## src/rtl/ncw_hazard_ctrl_pkg.sv

```systemverilog
// Shared constants and types for the NCW-load hazard controller and the datapath
// write-address mux (opcode defines, redirect window, shadow record type).
package ncw_hazard_ctrl_pkg;

    localparam logic [5:0] OpLw   = 6'h23;
    localparam logic [5:0] OpSw   = 6'h2b;
    localparam logic [5:0] OpLwld = 6'h37;

    localparam logic [31:0] NCW_ADDR_LO  = 32'h0000_3000;
    localparam logic [31:0] NCW_ADDR_HI  = 32'h0000_4ffc;
    localparam logic [4:0]  NCW_LINK_REG = 5'd31;

    // One pipeline-stage shadow of an NCW load; addr is rt in E/M and the resolved wa in W.
    typedef struct packed {
        logic       valid;
        logic [4:0] addr;
    } ncw_rec_t;

endpackage

```

## src/rtl/ncw_resolve.sv

```systemverilog
// Combinational destination resolution for an NCW load: the link register when the
// loaded word is an aligned value inside [ADDR_LO, ADDR_HI], otherwise rt.
module ncw_resolve
    import ncw_hazard_ctrl_pkg::*;
#(
    parameter logic [31:0] ADDR_LO  = NCW_ADDR_LO,
    parameter logic [31:0] ADDR_HI  = NCW_ADDR_HI,
    parameter logic [4:0]  LINK_REG = NCW_LINK_REG
) (
    input  logic [4:0]  rt,
    input  logic [31:0] memdata,
    output logic [4:0]  wa
);

    logic w_in_range;

    assign w_in_range = (memdata >= ADDR_LO) && (memdata <= ADDR_HI) && (memdata[1:0] == 2'b00);
    assign wa         = w_in_range ? LINK_REG : rt;

endmodule

```

## src/rtl/ncw_hazard_ctrl.sv

```systemverilog
// Shadows NCW loads through E/M/W, stalls D on a possibly-unresolved destination and
// resolves the real write address in M. Optional stall counter: NCW_STALL_CNT_EN.
module ncw_hazard_ctrl
    import ncw_hazard_ctrl_pkg::*;
#(
    parameter logic [31:0] ADDR_LO  = NCW_ADDR_LO,
    parameter logic [31:0] ADDR_HI  = NCW_ADDR_HI,
    parameter logic [4:0]  LINK_REG = NCW_LINK_REG
) (
    input  logic        clk,
    input  logic        reset,
    input  logic        d_valid,
    input  logic        d_ncw,
    input  logic [4:0]  d_rt,
    input  logic        d_rs_use,
    input  logic        d_rt_use,
    input  logic [4:0]  d_rs,
    input  logic        ext_stall,
    input  logic        e_flush,
    input  logic [31:0] m_memdata,
    output logic        stall,
    output logic        w_ncw,
    output logic [4:0]  w_wa,
    output logic [31:0] stall_cnt
);

    ncw_rec_t   r_e;
    ncw_rec_t   r_m;
    ncw_rec_t   r_w;
    logic [4:0] w_m_wa;

    // Either in-flight record may still redirect to LINK_REG, so it always counts as a hit.
    function automatic logic hit(input logic [4:0] r, input ncw_rec_t e, input ncw_rec_t m);
        return (e.valid && (r == e.addr || r == LINK_REG)) ||
               (m.valid && (r == m.addr || r == LINK_REG));
    endfunction

    ncw_resolve #(
        .ADDR_LO  (ADDR_LO),
        .ADDR_HI  (ADDR_HI),
        .LINK_REG (LINK_REG)
    ) u_resolve (
        .rt      (r_m.addr),
        .memdata (m_memdata),
        .wa      (w_m_wa)
    );

    always_comb begin
        stall = d_valid &&
                ((d_rs_use && d_rs != 5'd0 && hit(d_rs, r_e, r_m)) ||
                 (d_rt_use && d_rt != 5'd0 && hit(d_rt, r_e, r_m)));
    end

    // NOTE: state registers use non-blocking assignments so E->M->W all shift on the old values.
    always_ff @(posedge clk or posedge reset) begin
        if (reset) begin
            r_e <= '0;
            r_m <= '0;
            r_w <= '0;
        end else begin
            if (stall || ext_stall || e_flush) begin
                r_e <= '0;
            end else begin
                r_e <= '{valid: d_valid && d_ncw, addr: d_rt};
            end
            r_m <= r_e;
            r_w <= '{valid: r_m.valid, addr: w_m_wa};
        end
    end

    assign w_ncw = r_w.valid;
    assign w_wa  = r_w.addr;

`ifdef NCW_STALL_CNT_EN
    logic [31:0] r_stall_cnt;

    always_ff @(posedge clk or posedge reset) begin
        if (reset) begin
            r_stall_cnt <= '0;
        end else if (stall && r_stall_cnt != 32'hFFFF_FFFF) begin
            r_stall_cnt <= r_stall_cnt + 32'd1;
        end
    end

    assign stall_cnt = r_stall_cnt;
`else
    assign stall_cnt = 32'd0;
`endif

endmodule
```

## config.mk

```make
export PLATFORM = sky130hd
export DESIGN_NAME = ncw_hazard_ctrl
export DESIGN_NICKNAME = d
export VERILOG_FILES = /design/src/rtl/ncw_hazard_ctrl_pkg.sv /design/src/rtl/ncw_resolve.sv /design/src/rtl/ncw_hazard_ctrl.sv
export SDC_FILE = /design/constraint.sdc
export NUM_CORES = 1
export LEC_CHECK = 0
export CORE_MARGIN = 2
export CORE_UTILIZATION = 34
export CTS_CLUSTER_SIZE = 10
export DETAILED_ROUTE_END_ITERATION = 6
export GPL_TIMING_DRIVEN = 0
export HOLD_SLACK_MARGIN = 0.03
export PLACE_DENSITY = 0.8
export SLEW_MARGIN = 30
export SYNTH_ARGS = -nofsm -noshare
export SYNTH_HDL_FRONTEND = slang
export SYNTH_HIERARCHICAL = 1
export SYNTH_SLANG_ARGS = --single-unit
```

## constraint.sdc

```tcl
create_clock -name clk -period 2.16 [get_ports clk]
set_input_delay 0.432 -clock clk [delete_from_list [all_inputs] [get_ports clk]]
set_output_delay 0.432 -clock clk [all_outputs]
set_load 0.005 [all_outputs]
```

Yosys cells after proc, flatten, opt, wreduce, memory -nomap -nowiden
Cells that the tools add are included.

Order comparisons: 2. Equality and inequality tests: 6. Muxes and demuxes: 2. Reductions and logical operators: 24.

Operators with widths (number): 32-bit by 14-bit >= comparator with 1-bit output, second input constant (1); 32-bit by 15-bit less-or-equal comparator with 1-bit output, second input constant (1); 5-bit == test (4); 1-bit logical AND (12); 5-bit == test, second input constant (2); 5-bit nonzero test (2); 1-bit logical OR (9); 6-bit two-way mux (1); 5-bit two-way mux (1); 2-bit zero test (1).

Flip-flop bits (word level): 18. Input port bits: 50. Output and inout bits: 39. Word-level logic and storage cells: 40.

Logic depth before layout (Yosys ltp)
Gate-level depths: netlist of run 1.

Depth after elaboration: 10. Gate-level depth with buffers: 5. Mapped depth without buffers: 5.

Cells and area by module
The synthesis of run 1 kept the hierarchy.

Modules (own cells, without submodules): ncw_hazard_ctrl (instances 1, cells an instance 108, area each 1088.5 um^2, sequential area each 450.4 um^2); ncw_resolve (instances 1, cells an instance 14, area each 111.4 um^2, sequential area each 0.0 um^2).

Worst setup path after synthesis of run 1
OpenSTA, ideal clock, no wires.

Kind: input to output. Start: input port d_rs[1]. End: output port stall. Arrival: 1.542 ns. Data required time: 1.728 ns. Slack: 0.186 ns. Stages on the path: 4. Buffers on the path: 0. Path through: or4_1 -> o21ai_0 -> a311oi_2 -> or2_1.

Cells in the longest elaborated chain, start to end: 7. Elaborated cells between the ends (all ways): 13. Those cells by class: eq/ne (3); reduce/logical (10).

Ends and longest elaborated chain: start, declared (line ncw_hazard_ctrl.sv:17) `input logic [4:0] d_rs,`; 5-bit == test, on equally long branches (line ncw_hazard_ctrl.sv:34, ncw_hazard_ctrl.sv:35); 1-bit logical OR, on equally long branches (line ncw_hazard_ctrl.sv:34, ncw_hazard_ctrl.sv:35); 1-bit logical AND, on equally long branches (line ncw_hazard_ctrl.sv:34, ncw_hazard_ctrl.sv:35); 1-bit logical OR (line ncw_hazard_ctrl.sv:34) `return (e.valid && (r == e.addr || r == LINK_REG)) ||`; 1-bit logical AND (*) (line ncw_hazard_ctrl.sv:50) `((d_rs_use && d_rs != 5'd0 && hit(d_rs, r_e, r_m)) ||`; 1-bit logical OR (*) (line ncw_hazard_ctrl.sv:50); 1-bit logical AND (*) (line ncw_hazard_ctrl.sv:49) `stall = d_valid &&`; end, declared (line ncw_hazard_ctrl.sv:21) `output logic stall,`.

Every way passes the cells marked *; elsewhere a longest branch is shown, timed or not.

Final worst setup path of run 1
Start: input port d_rs[2]. End: output port stall.

The elaborated chain is that of the path after synthesis.

==> flow_summary.json, run 1 <==
{
  "startpoint": "d_rs[2]",
  "synth_top_family_by_area": "buffers and inverters",
  "fp.dieW_um": 63.4,
  "grt_max_degree": 19,
  "area_delta_synth_final_pct": 63.2,
  "totalWireLength_um": 3010,
  "cp_slowest_cell": "nor4_1",
  "synth_fa_ha_area_frac": 0,
  "violations": "setup timing",
  "synthTopCellsByCount": "32 x buf_4, 18 x dfrtp_1, 16 x xor2_1",
  "synth_compound_area_frac": 0.0970,
  "nNetsFinal": 261,
  "drive_gt1_frac": 0.267,
  "design.core.area_um2": 3360,
  "powerDensity_nw_per_um2": 400,
  "leakage_nw": 0.975,
  "tightestPinTransition_ns": 0.660,
  "whs_ns": 0.454,
  "final_area_um2": 1960,
  "cp-end-kind": "output pin",
  "start_kind": "input port",
  "min_period_ns": 2.40,
  "synth_top_area_frac": 0.375,
  "slew_headroom": 0.559,
  "ys_ff_latch": 18,
  "clock_skew_ns": 0.0107,
  "antenna_found_initial": 0,
  "yosysMostFrequentCell": "buf_4",
  "start_util": 0.357,
  "run_status": "finished, violations left",
  "synth-simple-area-share": 0.172,
  "synth-main-ff-cell": "dfrtp_1",
  "yosysUniqueCellTypes": 24,
  "syn_area_um2": 1200,
  "combPwrFrac": 0.268,
  "rsz0062_at_grt": "yes",
  "wire_per_inst_um": 11.7,
  "clk_pin_slew_ns": 0.11,
  "yosys_warnings": 6,
  "hold_class": "reg -> reg",
  "drtIter0Drc": 14,
  "cp.arrival_ns": 1.97,
  "num_antenna_cells": 0,
  "muxShareOfSynthArea": 0,
  "place.gp.congestion": 0.874,
  "cts.sinks": 18,
  "grt.total_usage": 0.154,
  "swShare": 0.259,
  "ir_worst_vdd_mv": 0.141,
  "htreeDepth": 1,
  "hpwl_um": 2180,
  "insertion_delay_ns": 0.30,
  "postSynthAreaPerCell_um2": 9.84,
  "critPathKind": "in -> out",
  "syn_inst": 122,
  "worstPathCellList": "dlygate4sd2_1, xor2_1, nor4_1, nand3_1, a311oi_4, or2_1, buf_2",
  "p_seq_frac": 0.460,
  "crit_path_max_fanout": 4,
  "grt_pass1_vias": 1129,
  "drv_slew": 0,
  "cts_tree": "yes",
  "die-area_um2": 4020,
  "cts_root_buffer": "clkbuf_4",
  "synth_edf_count": 0,
  "dpl-instance-area_um2": 1830,
  "worst_slack_ns": -0.244,
  "die_h_um": 63.4,
  "synthTopCellsByArea": "dfrtp_1 38%, buf_4 20%, xor2_1 12%",
  "cts_made_buffers": 3,
  "yosys.area.top_type": "dfrtp_1",
  "ys_async_sr_fraction": 1.00,
  "p_int_uw": 580,
  "min_from": "r_e[2]",
  "p_sw_uw": 203,
  "port_buffers": 46,
  "pre_cts_ws_ns": -1.01,
  "grt_overflow": 0,
  "ant_nets": 0,
  "final_core_util": 0.582,
  "fmax_ghz": 0.416,
  "synth_xor_area_frac": 0.146,
  "vias": 1120,
  "finalHoldViolations": 0,
  "max_cap_viol_count": 0,
  "crit_required_ns": 1.73,
  "remaining_drc_errors": 0,
  "rr_startpoint": "r_e[2]",
  "period_share": 1.11,
  "pwr-share-clk": 0.271,
  "fill_cells": 323,
  "synth-seq-area-share": 0.375,
  "slowest_delay_ns": 0.31,
  "cts_hold_buffers": 0,
  "routed_via_density": 4.38,
  "drt_pass1_iterations": 4,
  "rows": 21,
  "setup_viol": 1,
  "pin_count": 89,
  "clockBufferDepth": 2,
  "grt_pass1_wl_um": 4810
}
[routing by layer]
layer / part of all wire / GRT usage / vias up
met4: 0.038 / 0.0978 / 0
met2: 0.52 / 0.279 / 64
li1: - / - / 538
met3: 0.083 / 0.0321 / 12
met5: 0 / 0 / -
met1: 0.36 / 0.160 / 506
[power groups by stage]
stage | clock, mW | combinational (mW) | sequential (mW)
final | 0.212 | 0.210 | 0.360
after global routing | 0.233 | 0.230 | 0.362
after global placement | 0 | 0.199 | 0.367
after floorplan | 0 | 0.101 | 0.364
after detailed placement | 0 | 0.202 | 0.367
after CTS | 0.213 | 0.202 | 0.360
[sequential cells by signal (all words and copies together), names as in the netlist]
signal and flops:
r_e 6, r_m 6, w_ncw 1, w_wa 5
[worst paths after layout]
path	depth (start not counted)	slack (ns)	endpoint
setup / recovery	7	-0.24	stall
hold / removal	0	0.45	r_m[2]
setup reg to reg	6	0.41	r_e[3]
hold reg to reg	0	0.45	r_m[2]
max in group asynchronous	2	1.22	w_wa[1]
min in group asynchronous	2	0.51	r_m[2]
[area by class of cell]
class | instances | area [um2] | area share
Multi-Input combinational cell | 101 | 662 | 0.338
Timing Repair Buffer | 53 | 504 | 0.258
Sequential cell | 18 | 450 | 0.230
Buffer | 32 | 240 | 0.123
Tap cell | 46 | 57.6 | 0.0294
Clock buffer | 4 | 36.3 | 0.0185
Inverter | 2 | 7.51 | 0.00383
[worst max-delay path, delay by kind of cell]
kind	cells	cell delay (ns)
AO/OA/AOI/OAI	1	0.29
XOR/XNOR	1	0.19
AND/OR/NAND/NOR	3	0.66
buffers and inverters	2	0.40
[cells in the final DEF (no fill, tap or decap)]
cell type / netlist / routed
conb_1: 1 / 32
o21ai_2: 0 / 1
and3_1: 2 / 2
clkdlybuf4s15_2: 0 / 2
clkbuf_8: 0 / 1
o21bai_1: 5 / 5
xnor2_1: 4 / 4
clkbuf_4: 0 / 3
nor4_1: 5 / 4
buf_4: 32 / 39
nand4_2: 1 / 1
o21ai_0: 2 / 1
xor2_1: 16 / 16
or4_1: 2 / 2
dlygate4sd2_1: 0 / 5
a31oi_1: 2 / 1
nand2_1: 6 / 5
buf_2: 0 / 1
dfrtp_1: 18 / 18
nand2_2: 0 / 1
a311oi_4: 0 / 1
a31oi_4: 0 / 1
or2_1: 1 / 1
nor2_1: 1 / 1
inv_1: 2 / 2
nor4_2: 3 / 4
nor3_1: 6 / 6
nand3_2: 0 / 1
clkdlybuf4s15_1: 0 / 3
a211oi_1: 1 / 1
a211o_1: 1 / 1
o21a_1: 1 / 1
o2111ai_1: 2 / 2
clkdlybuf4s50_1: 0 / 35
nand3_1: 7 / 6
[per-stage QoR]
stage / power, mW / TNS (ns) / std cells
after CTS: 0.776 / -0.210 / 255
after floorplan: 0.466 / 0 / 153
after global placement: 0.565 / -1.86 / 245
final: 0.783 / -0.244 / 256
after global routing: 0.825 / -0.358 / 256
after detailed placement: 0.568 / -1.83 / 245
[logic make-up after synthesis]
| group | Yosys count |
|---|---|
| flip-flops | 18 |
| AO/OA/AOI/OAI | 15 |
| AND/OR/NAND/NOR | 34 |
| other | 1 |
| buffers and inverters | 34 |
| XOR/XNOR | 20 |
[timing repair]
action | CTS | global route
setup endpoints to repair | 1 | 1
cloned | 0 | 0
gates resized for setup | 27 | 2
hold endpoints to repair | 0 | 0
pin swaps | 9 | 4
buffers inserted | 6 | 1
(Power assumes the default switching activity.)
==> run 2: changes to the inputs <==
Settings changed: MAX_ROUTING_LAYER from default to met4.
==> run 2 against run 1 <==
Net effect:
- the run still ends with setup timing left
- register-to-register slack is essentially flat
- sequential share of layout area is the same
- critical path type unchanged
- final cell count is the same
- sequential cell count is the same
- critical path depth is the same
- total power is essentially flat
==> flow_summary.json, run 2 (synthesis results as in run 1) <==
{
  "wire_per_inst_um": 11.7,
  "drt_pass1_iterations": 4,
  "path_delay_family": "simple AND/OR/NAND/NOR gates",
  "r2r_slack_ns": 0.41,
  "pin_count": 89,
  "final_area_um2": 1960,
  "cts_made_buffers": 3,
  "clock_skew_ns": 0.0116,
  "met2_length_um": 1580,
  "place.gp.congestion": 0.889,
  "min_path_cells": 0,
  "rows": 21,
  "slew_headroom": 0.558,
  "dr_wl_met3_um": 228,
  "start_kind": "input port",
  "crit_path_end": "stall",
  "final_cells": 256,
  "setup_viol": 1,
  "critPathKind": "in -> out",
  "clockBufferDepth": 2,
  "ant_nets": 0,
  "startpoint": "d_rs[2]",
  "cts_root_buffer": "clkbuf_4",
  "dp.cells": 245,
  "worstPathCellList": "dlygate4sd2_1, xor2_1, nor4_1, nand3_1, a311oi_4, or2_1, buf_2",
  "r2r-end": "r_e[3]",
  "worst_slack_ns": -0.244,
  "drtIter0Drc": 19,
  "htreeDepth": 1,
  "drt-met1-wl_um": 1100,
  "mostFrequentLayoutCell": "buf_4",
  "cts.sinks": 18,
  "combPwrFrac": 0.268,
  "die-area_um2": 4020,
  "crit_buf_inv": 2,
  "cp_slowest_cell": "nor4_1",
  "pwr-share-clk": 0.271,
  "run_status": "finished, violations left",
  "insertion_delay_ns": 0.30,
  "cts_hold_buffers": 0,
  "drv_slew": 0,
  "cts_tree": "yes",
  "hold_class": "reg -> reg",
  "cp-end-kind": "output pin",
  "p_sw_uw": 203,
  "grt_pass1_vias": 1131,
  "port_buffers": 46,
  "grt_overflow": 0,
  "crit_required_ns": 1.73,
  "vias": 1100,
  "design.core.area_um2": 3360,
  "highest_layer": "met4",
  "tightestPinTransition_ns": 0.662,
  "p_int_uw": 580,
  "cp.depth": 7,
  "pre_cts_ws_ns": -1.01,
  "final_core_util": 0.582,
  "cp.arrival_ns": 1.97,
  "leakage_nw": 0.975,
  "nNetsFinal": 261,
  "powerDensity_nw_per_um2": 400,
  "finalHoldViolations": 0,
  "violations": "setup timing",
  "ir_worst_vdd_mv": 0.141,
  "start_util": 0.357,
  "setup_tns_ns": -0.244,
  "rr_startpoint": "r_e[2]",
  "p_seq_frac": 0.460,
  "routed_via_density": 4.30,
  "hpwl_um": 2180,
  "num_antenna_cells": 0,
  "max_cap_viol_count": 0,
  "grt_pass1_wl_um": 4820,
  "period_share": 1.11,
  "slowest_delay_ns": 0.31,
  "grt.total_usage": 0.159,
  "remaining_drc_errors": 0,
  "area_delta_synth_final_pct": 63.2,
  "clk_pin_slew_ns": 0.11,
  "fmax_ghz": 0.416,
  "rsz0062_at_grt": "yes",
  "antenna_found_initial": 0,
  "reg2regPathDepth": 6,
  "crit_path_max_fanout": 4,
  "final_cell_mix": "39 x buf_4, 35 x clkdlybuf4s50_1, 32 x conb_1",
  "swShare": 0.259,
  "min_period_ns": 2.40,
  "fp.dieW_um": 63.4,
  "dpl-instance-area_um2": 1830,
  "grt_max_degree": 19,
  "totalWireLength_um": 3010,
  "drive_gt1_frac": 0.267,
  "die_h_um": 63.4
}
[run 2: cell counts in the layout (fill, tap and decap cells not counted)]
Identical to the previous run, type by type.
[run 2: what timing repair did]
item / in CTS / in global routing
endpoints found under the setup margin: 1 / 1
buffers inserted: 6 / 1
pin swaps: 9 / 4
gates resized for setup: 27 / 2
gates cloned: 0 / 0
[run 2: worst min-delay path by stage]
stage,startpoint,endpoint
after floorplan,reset,r_e[0]
after global placement,r_e[4],r_m[4]
after detailed placement,r_e[4],r_m[4]
after CTS,r_e[2],r_m[2]
after global routing,r_e[2],r_m[2]
final,r_e[2],r_m[2]
[run 2: routing by layer]
metal | track usage | up-vias
met2 | 0.279 | 56
met5 | - | -
met3 | 0.0268 | 10
met4 | 0.0978 | 0
met1 | 0.165 | 495
li1 | - | 539
[run 2: area by class of cell]
type | count | area [um2]
Inverter | 2 | 7.51
Multi-Input combinational cell | 101 | 662
Buffer | 32 | 240
Tap cell | 46 | 57.6
Clock buffer | 4 | 36.3
Sequential cell | 18 | 450
Timing Repair Buffer | 53 | 504
Fill cell | 323 | 1410
[run 2: power groups by stage]
stage	clock [mW]	combinational (mW)	sequential, mW
5_1_grt	0.233	0.230	0.362
3_5_place_dp	0	0.202	0.367
4_1_cts	0.213	0.202	0.360
6_report	0.212	0.210	0.360
3_3_place_gp	0	0.199	0.367
2_1_floorplan	0	0.101	0.364
[run 2: through the flow]
stage	hold WS (ns)	total power [mW]
global placement	0.429	0.565
finish	0.454	0.783
detailed placement	0.432	0.568
global route	0.477	0.825
floorplan	0.371	0.466
CTS	0.451	0.776
==> run 3: changes to the inputs <==
Settings changed: SLEW_MARGIN 30 to default.
==> results of run 3 <==
No change in the layout: final DEF, timing and power equal those of run 2.
